File: config.mk
export PLATFORM = sky130hd
export DESIGN_NAME = uart_tx_buffered
export DESIGN_NICKNAME = d
export VERILOG_FILES = /design/src/rtl/uart_pkg.sv /design/src/rtl/uart_tx.sv /design/src/rtl/uart_tx_buffered.sv
export SDC_FILE = /design/constraint.sdc
export NUM_CORES = 1
export LEC_CHECK = 0
export BUFFER_PORTS_ARGS = -buffer_cell sky130_fd_sc_hd__buf_2
export CAP_MARGIN = 20
export CORE_MARGIN = 4
export CORE_UTILIZATION = 60
export CTS_CLUSTER_SIZE = 14
export DETAILED_ROUTE_END_ITERATION = 10
export PLACE_DENSITY = 0.85
export SETUP_SLACK_MARGIN = 0.2
export SLEW_MARGIN = 20
export SYNTH_ARGS = -nofsm -noshare
export SYNTH_HDL_FRONTEND = slang
export SYNTH_SLANG_ARGS = --single-unit
File: constraint.sdc
create_clock -name clk_in -period 3.61 [get_ports clk_in]
set_input_delay 0 -clock clk_in [delete_from_list [all_inputs] [get_ports clk_in]]
set_output_delay 0 -clock clk_in [all_outputs]
set_load 0.01 [all_outputs]
File: src/rtl/uart_pkg.sv
// Shared UART definitions used by both the transmit and receive paths.
package uart_pkg;

    typedef enum logic [1:0] {
        IDLE,
        START,
        DATA,
        STOP
    } tx_state_t;

    localparam int unsigned UART_DATA_BITS  = 8;
    localparam int unsigned UART_FRAME_BITS = 10;

endpackage

File: src/rtl/uart_tx.sv
// Unbuffered 8N1 serializer; takes a new byte only when idle or on the last stop-bit cycle.
module uart_tx
    import uart_pkg::*;
#(
    parameter int unsigned CYCLES_PER_BIT = 8
) (
    input  logic                      clk_in,
    input  logic                      rst_in,
    input  logic [UART_DATA_BITS-1:0] byte_in,
    input  logic                      valid_in,
    output logic                      ready_out,
    output logic                      uart_tx_out,
    output logic                      busy_out
);

    localparam int unsigned CNT_W = (CYCLES_PER_BIT > 1) ? $clog2(CYCLES_PER_BIT) : 1;
    localparam int unsigned IDX_W = $clog2(UART_DATA_BITS);
    localparam logic [CNT_W-1:0] CNT_LAST = CNT_W'(CYCLES_PER_BIT - 1);
    localparam logic [IDX_W-1:0] IDX_LAST = IDX_W'(UART_DATA_BITS - 1);

    tx_state_t                 state;
    logic [CNT_W-1:0]          bit_cnt;
    logic [IDX_W-1:0]          bit_idx;
    logic [UART_DATA_BITS-1:0] shreg;
    logic                      bit_last;

    assign bit_last  = (bit_cnt == CNT_LAST);
    // Accepting on the final stop cycle lets back-to-back frames run with no idle gap.
    assign ready_out = (state == IDLE) || ((state == STOP) && bit_last);

    always_ff @(posedge clk_in) begin
        if (rst_in) begin
            state       <= IDLE;
            bit_cnt     <= '0;
            bit_idx     <= '0;
            shreg       <= '0;
            uart_tx_out <= 1'b1;
            busy_out    <= 1'b0;
        end else begin
            case (state)
                IDLE: begin
                    bit_cnt <= '0;
                    if (valid_in) begin
                        shreg       <= byte_in;
                        state       <= START;
                        uart_tx_out <= 1'b0;
                        busy_out    <= 1'b1;
                    end
                end
                START: begin
                    if (bit_last) begin
                        bit_cnt     <= '0;
                        bit_idx     <= '0;
                        state       <= DATA;
                        uart_tx_out <= shreg[0];
                    end else begin
                        bit_cnt <= bit_cnt + CNT_W'(1);
                    end
                end
                DATA: begin
                    if (bit_last) begin
                        bit_cnt <= '0;
                        if (bit_idx == IDX_LAST) begin
                            state       <= STOP;
                            uart_tx_out <= 1'b1;
                        end else begin
                            bit_idx     <= bit_idx + IDX_W'(1);
                            shreg       <= {1'b0, shreg[UART_DATA_BITS-1:1]};
                            uart_tx_out <= shreg[1];
                        end
                    end else begin
                        bit_cnt <= bit_cnt + CNT_W'(1);
                    end
                end
                STOP: begin
                    if (bit_last) begin
                        bit_cnt <= '0;
                        if (valid_in) begin
                            shreg       <= byte_in;
                            state       <= START;
                            uart_tx_out <= 1'b0;
                        end else begin
                            state    <= IDLE;
                            busy_out <= 1'b0;
                        end
                    end else begin
                        bit_cnt <= bit_cnt + CNT_W'(1);
                    end
                end
                default: begin
                    state       <= IDLE;
                    uart_tx_out <= 1'b1;
                    busy_out    <= 1'b0;
                end
            endcase
        end
    end

endmodule

File: src/rtl/uart_tx_buffered.sv
// Byte FIFO in front of the 8N1 serializer so receive bursts can be echoed without loss.
module uart_tx_buffered
    import uart_pkg::*;
#(
    parameter int unsigned CLK_FREQ   = 100_000_000,
    parameter int unsigned BAUD_RATE  = 12_000_000,
    parameter int unsigned FIFO_DEPTH = 16
) (
    input  logic                        clk_in,
    input  logic                        rst_in,
    input  logic [UART_DATA_BITS-1:0]   byte_in,
    input  logic                        valid_in,
    output logic                        ready_out,
    output logic                        uart_tx_out,
    output logic                        busy_out,
    output logic [$clog2(FIFO_DEPTH):0] count_out
);

    localparam int unsigned CYCLES_PER_BIT = CLK_FREQ / BAUD_RATE;
    localparam int unsigned PTR_W          = $clog2(FIFO_DEPTH);
    localparam int unsigned CNT_W          = PTR_W + 1;

    logic [UART_DATA_BITS-1:0] mem [FIFO_DEPTH];
    logic [PTR_W-1:0]          wr_ptr;
    logic [PTR_W-1:0]          rd_ptr;
    logic                      fifo_empty;
    logic                      push;
    logic                      pop;
    logic                      tx_ready;
    logic                      tx_busy;

    assign fifo_empty = (count_out == '0);
    assign ready_out  = (count_out != CNT_W'(FIFO_DEPTH));
    assign push       = valid_in && ready_out && !rst_in;
    assign pop        = tx_ready && !fifo_empty && !rst_in;
    assign busy_out   = !fifo_empty || tx_busy;

    // Pointers wrap naturally because the depth is a power of two.
    always_ff @(posedge clk_in) begin
        if (rst_in) begin
            wr_ptr    <= '0;
            rd_ptr    <= '0;
            count_out <= '0;
        end else begin
            if (push) begin
                wr_ptr <= wr_ptr + PTR_W'(1);
            end
            if (pop) begin
                rd_ptr <= rd_ptr + PTR_W'(1);
            end
            case ({push, pop})
                2'b10:   count_out <= count_out + CNT_W'(1);
                2'b01:   count_out <= count_out - CNT_W'(1);
                default: count_out <= count_out;
            endcase
        end
    end

    always_ff @(posedge clk_in) begin
        if (push) begin
            mem[wr_ptr] <= byte_in;
        end
    end

    uart_tx #(
        .CYCLES_PER_BIT(CYCLES_PER_BIT)
    ) u_tx (
        .clk_in      (clk_in),
        .rst_in      (rst_in),
        .byte_in     (mem[rd_ptr]),
        .valid_in    (!fifo_empty),
        .ready_out   (tx_ready),
        .uart_tx_out (uart_tx_out),
        .busy_out    (tx_busy)
    );

endmodule

# [Yosys cells after proc, flatten, opt, wreduce, memory -nomap -nowiden]
# Memory sizes are Yosys's and may differ from the RTL's. A register that Yosys moved wholly into a read port is not among the register bits.
# Cells that the tools add are included.
[totals] mem_bits_rw=128 elab_cells=85 register_bits=31 memories=1 input_bits=11 output_inout_bits=8
[op_classes] n_addsub=6 n_reduce_logical=21 eq_ne=15 mux=33
[mem_list] name="mem" depth=16 width=8 rd=1 rd_clocked_by_memory_dff=1 wr=1 line="uart_tx_buffered.sv:23" rtl="logic [UART_DATA_BITS-1:0] mem [FIFO_DEPTH];"
[ops] op="two-way mux 8 bit" count=4
[ops] op="case mux 8 bit (3 select lines)" count=1
[ops] op="two-way mux 3 bit" count=4
[ops] op="case mux 3 bit (2 select lines)" count=2
[ops] op="AND reduction 4 bit" count=3
[ops] op="two-way mux 1 bit" count=11
[ops] op="two-way mux 2 bit" count=5
[ops] op="case mux 5 bit (2 select lines)" count=1
[ops] op="adder 4 x 1 -> 4 bit (second input constant)" count=2
[ops] op="two-way mux 4 bit" count=2
[ops] op="inequality test 2 x 1 -> 1 bit (second input constant)" count=4
[ops] op="case mux 2 bit (4 select lines)" count=1
[ops] op="adder 3 x 1 -> 3 bit (second input constant)" count=2
[ops] op="== test 2 bit (second input constant)" count=3
[ops] op="== test 3 bit (second input constant)" count=2
[ops] op="inequality test 2 bit (second input constant)" count=3
[ops] op="nonzero test 2 bit" count=3
[ops] op="adder 5 x 1 -> 5 bit (second input constant)" count=1
[ops] op="logical AND 1 bit" count=5
[ops] op="zero test 5 bit" count=1
[ops] op="inequality test 5 bit (second input constant)" count=1
[ops] op="AND reduction 5 bit" count=1
[ops] op="subtractor 5 x 1 -> 5 bit (second input constant)" count=1
[ops] op="== test 2 x 1 -> 1 bit (second input constant)" count=2
[ops] op="8 further kinds" count=10

# [Depth between registers and ports, before layout]
[logic_depth] word_depth=7 mapped_depth=13 depth_no_buf=12

# [By module]
# A second synthesis with hierarchy kept.
[hier_totals] hier_cells=415 area_unflattened_um2=6920.4
[by_module_without_submodules] mod="uart_tx_buffered" seq_area_each_um2=4184.0 cells_per_inst=306 instances=1 area_each_um2=5934.4
[by_module_without_submodules] mod="uart_tx" seq_area_each_um2=360.3 cells_per_inst=109 instances=1 area_each_um2=985.9

# [Worst setup path after synthesis]
# Ideal clock, no wire load.
[synth_timing] kind="reg2reg" start="register u_tx.bit_cnt[0]" end="register count_out[4]" slack_ps=313 t_required_ps=3524 n_path_buf=1 setup_time_ps=86 arrival_ps=3211 stages_incl_launch_ff=14 synth_period_minus_slack_ps=3297 path_cell_list="dfxtp_1 ha_1 ha_1 a21oi_1 a211oi_1 ha_1 buf_2 xor2_1 ha_1 and4bb_2 or2_2 xnor2_1 a221o_1 a211oi_1"
[synth_via] elab_chain_cells=7 elab_cells_between_ends=9 classes_between="3 x eq/ne; 1 x mux; 5 x reduce/logical"
[synth_lines] item="start, declared" line="uart_tx.sv:22" rtl="logic [CNT_W-1:0] bit_cnt;"
[synth_lines] item="start signal, assigned" line="uart_tx.sv:57" rtl="bit_cnt <= bit_cnt + CNT_W'(1);"
[synth_lines] item="start signal, assigned" line="uart_tx.sv:72" rtl="bit_cnt <= bit_cnt + CNT_W'(1);"
[synth_lines] item="start signal, assigned" line="uart_tx.sv:87" rtl="bit_cnt <= bit_cnt + CNT_W'(1);"
[synth_lines] item="== test 3 bit *" line="uart_tx.sv:27" rtl="assign bit_last = (bit_cnt == CNT_LAST);"
[synth_lines] item="logical AND 1 bit *" line="uart_tx.sv:29" rtl="assign ready_out = (state == IDLE) || ((state == STOP) && bit_last);"
[synth_lines] item="logical OR 1 bit *" line="uart_tx.sv:29"
[synth_lines] item="logical AND 1 bit * (2 in series)" line="uart_tx_buffered.sv:35" rtl="assign pop = tx_ready && !fifo_empty && !rst_in;"
[synth_lines] item="net pop" line="uart_tx_buffered.sv:28" rtl="logic pop;"
[synth_lines] item="== test 2 x 1 -> 1 bit / == test 2 bit (equally long branches)" line="uart_tx_buffered.sv:51" rtl="case ({push, pop})"
[synth_lines] item="case mux 5 bit (2 select lines) / nonzero test 2 bit (equally long branches)"
[synth_lines] item="end signal, assigned" line="uart_tx_buffered.sv:52" rtl="2'b10: count_out <= count_out + CNT_W'(1);"
[synth_lines] item="end signal, assigned" line="uart_tx_buffered.sv:53" rtl="2'b01: count_out <= count_out - CNT_W'(1);"
[synth_lines] item="end signal, assigned" line="uart_tx_buffered.sv:54" rtl="default: count_out <= count_out;"
[synth_lines] item="end, declared" line="uart_tx_buffered.sv:16" rtl="output logic [$clog2(FIFO_DEPTH):0] count_out"
# The timed path passes the listed nets; every way through them passes the cells marked *.
# A chain may end at the register's enable or synchronous reset.

# [Worst setup path after layout]
[layout_timing] start="register count_out[1]" end="register count_out[4]"
[layout_via] elab_chain_cells=6 elab_cells_between_ends=13 classes_between="2 x add/sub; 3 x eq/ne; 1 x mux; 7 x reduce/logical"
[layout_lines] item="zero test 5 bit *" line="uart_tx_buffered.sv:32" rtl="assign fifo_empty = (count_out == '0);"
[layout_lines] item="zero test 1 bit *"
[layout_lines] item="logical AND 1 bit * (2 in series)" line="uart_tx_buffered.sv:35"
[layout_lines] item="net pop" line="uart_tx_buffered.sv:28"
[layout_lines] item="== test 2 x 1 -> 1 bit / == test 2 bit (equally long branches)" line="uart_tx_buffered.sv:51"
[layout_lines] item="case mux 5 bit (2 select lines) / nonzero test 2 bit (equally long branches)"
# Marks and branches as above.

==> impl_metrics.tcl <==
set metrics [dict create \
    cts.sinks 163 \
    min_period_over_period_pct 86.7 \
    clk_pin_slew_ns 0.06 \
    fp.coreArea_um2 11000 \
    antenna_found_initial 0 \
    multiInputGateArea_um2 2160 \
    crit_end "count_out[4]" \
    n_antenna_cell 0 \
    relSlewSlack_pct 37.3 \
    grt_max_degree 36 \
    setup_viol 0 \
    r2r-end "count_out[4]" \
    fin_crit_ns 3.13 \
    htree_num_levels 4 \
    fillerInstances 680 \
    fmax_ghz 0.320 \
    cts_inserted_buffers 17 \
    status "completed" \
    ys_seq_area_share_pct 66.1 \
    layout_commonest_cell "edfxtp_1" \
    crit_arrival_ns 3.47 \
    fin_hold_ws_ns 0.0912 \
    nNetsFinal 491 \
    setup_tns_ns 0 \
    cp_max_fo 10 \
    reg2reg_setup_slack_ns 0.48 \
    antenna_left 0 \
    netlist_instances 430 \
    synth_area_leaders "edfxtp_1 56%, mux4_2 13%, dfxtp_1 10%, ha_1 2.9%, nor2_1 1.9%" \
    ys_ff_latch 163 \
    yosysUniqueCellTypes 55 \
    synth_top_area_share_pct 55.9 \
    cts_tree "yes" \
    hpwlAfterDp_um 8790 \
    cts_buffer_depth 2 \
    peakVddDrop_uv 500 \
    r2r_cells 10 \
    grt_pass1_vias 4028 \
    drive_above_1_share_pct 23.3 \
    fin_skew_ns 0.00788 \
    viasPerCell 6.40 \
    wl_per_cell_um 23.4 \
    die_y_um 115 \
    io_pins 19 \
    cts_root_buffer "clkbuf_16" \
    grt_overflow_total 0 \
    synth_edf_count 128 \
    slew_viol_final 0 \
    synthFlopType "edfxtp_1" \
    power.leakage_nw 2.60 \
    holdCritPathClass "primary input to flop" \
    track_usage_pct 23.9 \
    timing.rr.start "count_out[1]" \
    maxCapViolations 0 \
    grt_pass1_wl_um 23200 \
    p_per_area_nw_per_um2 694 \
    die_w_um 115 \
    final_cell_mix "128 x edfxtp_1, 40 x mux4_2, 34 x nor2_1, 34 x dfxtp_1, 32 x nand2_1" \
    port_buffers 18 \
    area_delta_synth_final_pct 12.8 \
    synth_area_um2 6880 \
    gp_congestion 0.802 \
    initial_core_util_pct 62.4 \
    synthesis.nets 457 \
    criticalPathCategory "flop to flop" \
    end_kind "flop" \
    drc 0 \
    yosys_warnings 0 \
    routed_wl_um 14400 \
    synthArstFlopShare_pct 0 \
    clock_latency_ns 0.42 \
    std_cell_rows 38 \
    drtIter0Drc 368 \
    yosysTopAreaCell "edfxtp_1" \
    cp_data_required_time_ns 3.95 \
    tightestPinTransition_ns 0.938 \
    rsz0062_at_grt "no" \
    critPathLaunch "count_out[1]" \
    vias 3942 \
    fp.dieArea_um2 13200 \
    finalHoldViolCount 0 \
    synth.avg_cell_area_um2 16.0 \
    seqCellArea_um2 4550 \
    critPathLaunchType "flop" \
    first_pass_iters 5 \
]
## Yosys cell counts, drive strengths merged (2+ instances only)
cell and number:
mux2 2, mux4 40, a211oi 2, nor3 7, a221o 2, nand2b 4, or4b 2, nand4 4
xnor2 3, buf 13, ha 16, and2 2, or4 2, a311oi 2, nor4 2, o22ai 2
a21oi 8, a31oi 8, a22oi 4, dfxtp 35, o21ai 15, edfxtp 128, xor2 7, nor2b 3
inv 10, clkbuf 11, o31ai 2, nand3 4, nor3b 2, nor2 34, mux2i 3, o21a 2
nand2 32
## where the power goes
part           switching, mW  internal, mW  total, mW
registers              0.187          2.14       2.32
clock network          0.722          1.01       1.73
logic                  0.666         0.656       1.32
total                   1.57          3.80       5.38
## final cells by class
cell class / instances / area share (%)
sequential: 163 / 58.6
tap: 140 / 2.26
multi-input combinational: 233 / 27.9
timing repair buffer: 39 / 3.48
clock buffer: 18 / 5.53
clock inverter: 13 / 1.73
inverter: 10 / 0.484
## timing repair
action / 4_1_cts / 5_1_grt
endpoints found under the setup margin: 0 / 1
setup buffers: 0 / 0
hold endpoints to repair: 129 / 0
resized for setup: 0 / 1
hold buffers: 9 / 0
## critical path, stage by stage, from the launching register on
cell and delay, ns:
dfxtp_1 0.42, nor4_4 0.54, a211oi_1 0.20, ha_1 0.24, xor2_1 0.15, ha_1 0.22
and4bb_2 0.25, or2_2 0.32, xnor2_1 0.14, a221o_1 0.35, a211oi_1 0.21
## state kept, by name (all words and copies together), names as in the netlist, named ones only
signal and count:
mem 128, rd_ptr 4, u_tx.busy_out 1, count_out 5
wr_ptr 4, u_tx.bit_cnt 3, u_tx.uart_tx_out 1, u_tx.shreg 8
u_tx.bit_idx 3, u_tx.state 2
## per-stage QoR
stage | worst slack (ns) | cell area (um^2) | power [mW] | cells | util [%]
6_report | 0.481 | 7760 | 5.38 | 616 | 70.3
5_1_grt | 0.262 | 7760 | 5.64 | 616 | 70.3
4_1_cts | 0.431 | 7750 | 5.38 | 616 | 70.2
3_5_place_dp | 0.497 | 7100 | 3.64 | 576 | 64.3
3_3_place_gp | 0.604 | 7100 | 3.57 | 576 | 64.3
2_1_floorplan | 0.313 | 6880 | 3.35 | 430 | -
## cell families (layout without fill, tap and decap cells)
group                      Yosys count  after routing  share of synthesized area, %
DFF                                163            163                          66.1
AOI/OAI and AO/OA                   57             57                          5.66
muxes                               45             45                          13.9
buffers and inverters               34             80                          2.58
xor gates and xnor gates            10             10                          1.27
adders and majority gates           16             16                          2.91
and+or+nand+nor                    105            105                          7.66
## metal layers
metal / vias up / part of all wire (%) / wire [um] / global-route usage (%)
met3: 29 / 5.8 / 835 / 5.84
met5: - / 0 / 0 / 0
li1: 1751 / - / - / -
met1: 2007 / 38 / 5510 / 30.8
met4: 0 / 2.0 / 292 / 6.96
met2: 155 / 54 / 7760 / 40.7
## worst min-delay path by stage
stage | slack [ns] | startpoint | to | cells after the start
final | 0.09 | rst_in | count_out[1] | 3
after global routing | 0.11 | rst_in | count_out[1] | 3
after CTS | 0.08 | rst_in | count_out[1] | 3
after detailed placement | 0.40 | byte_in[4] | mem[13][4] | 1
after global placement | 0.38 | byte_in[5] | mem[15][5] | 1
after floorplan | 0.1 | byte_in[0] | mem[0][0] | 0
Power figures use the tool's default switching activity.
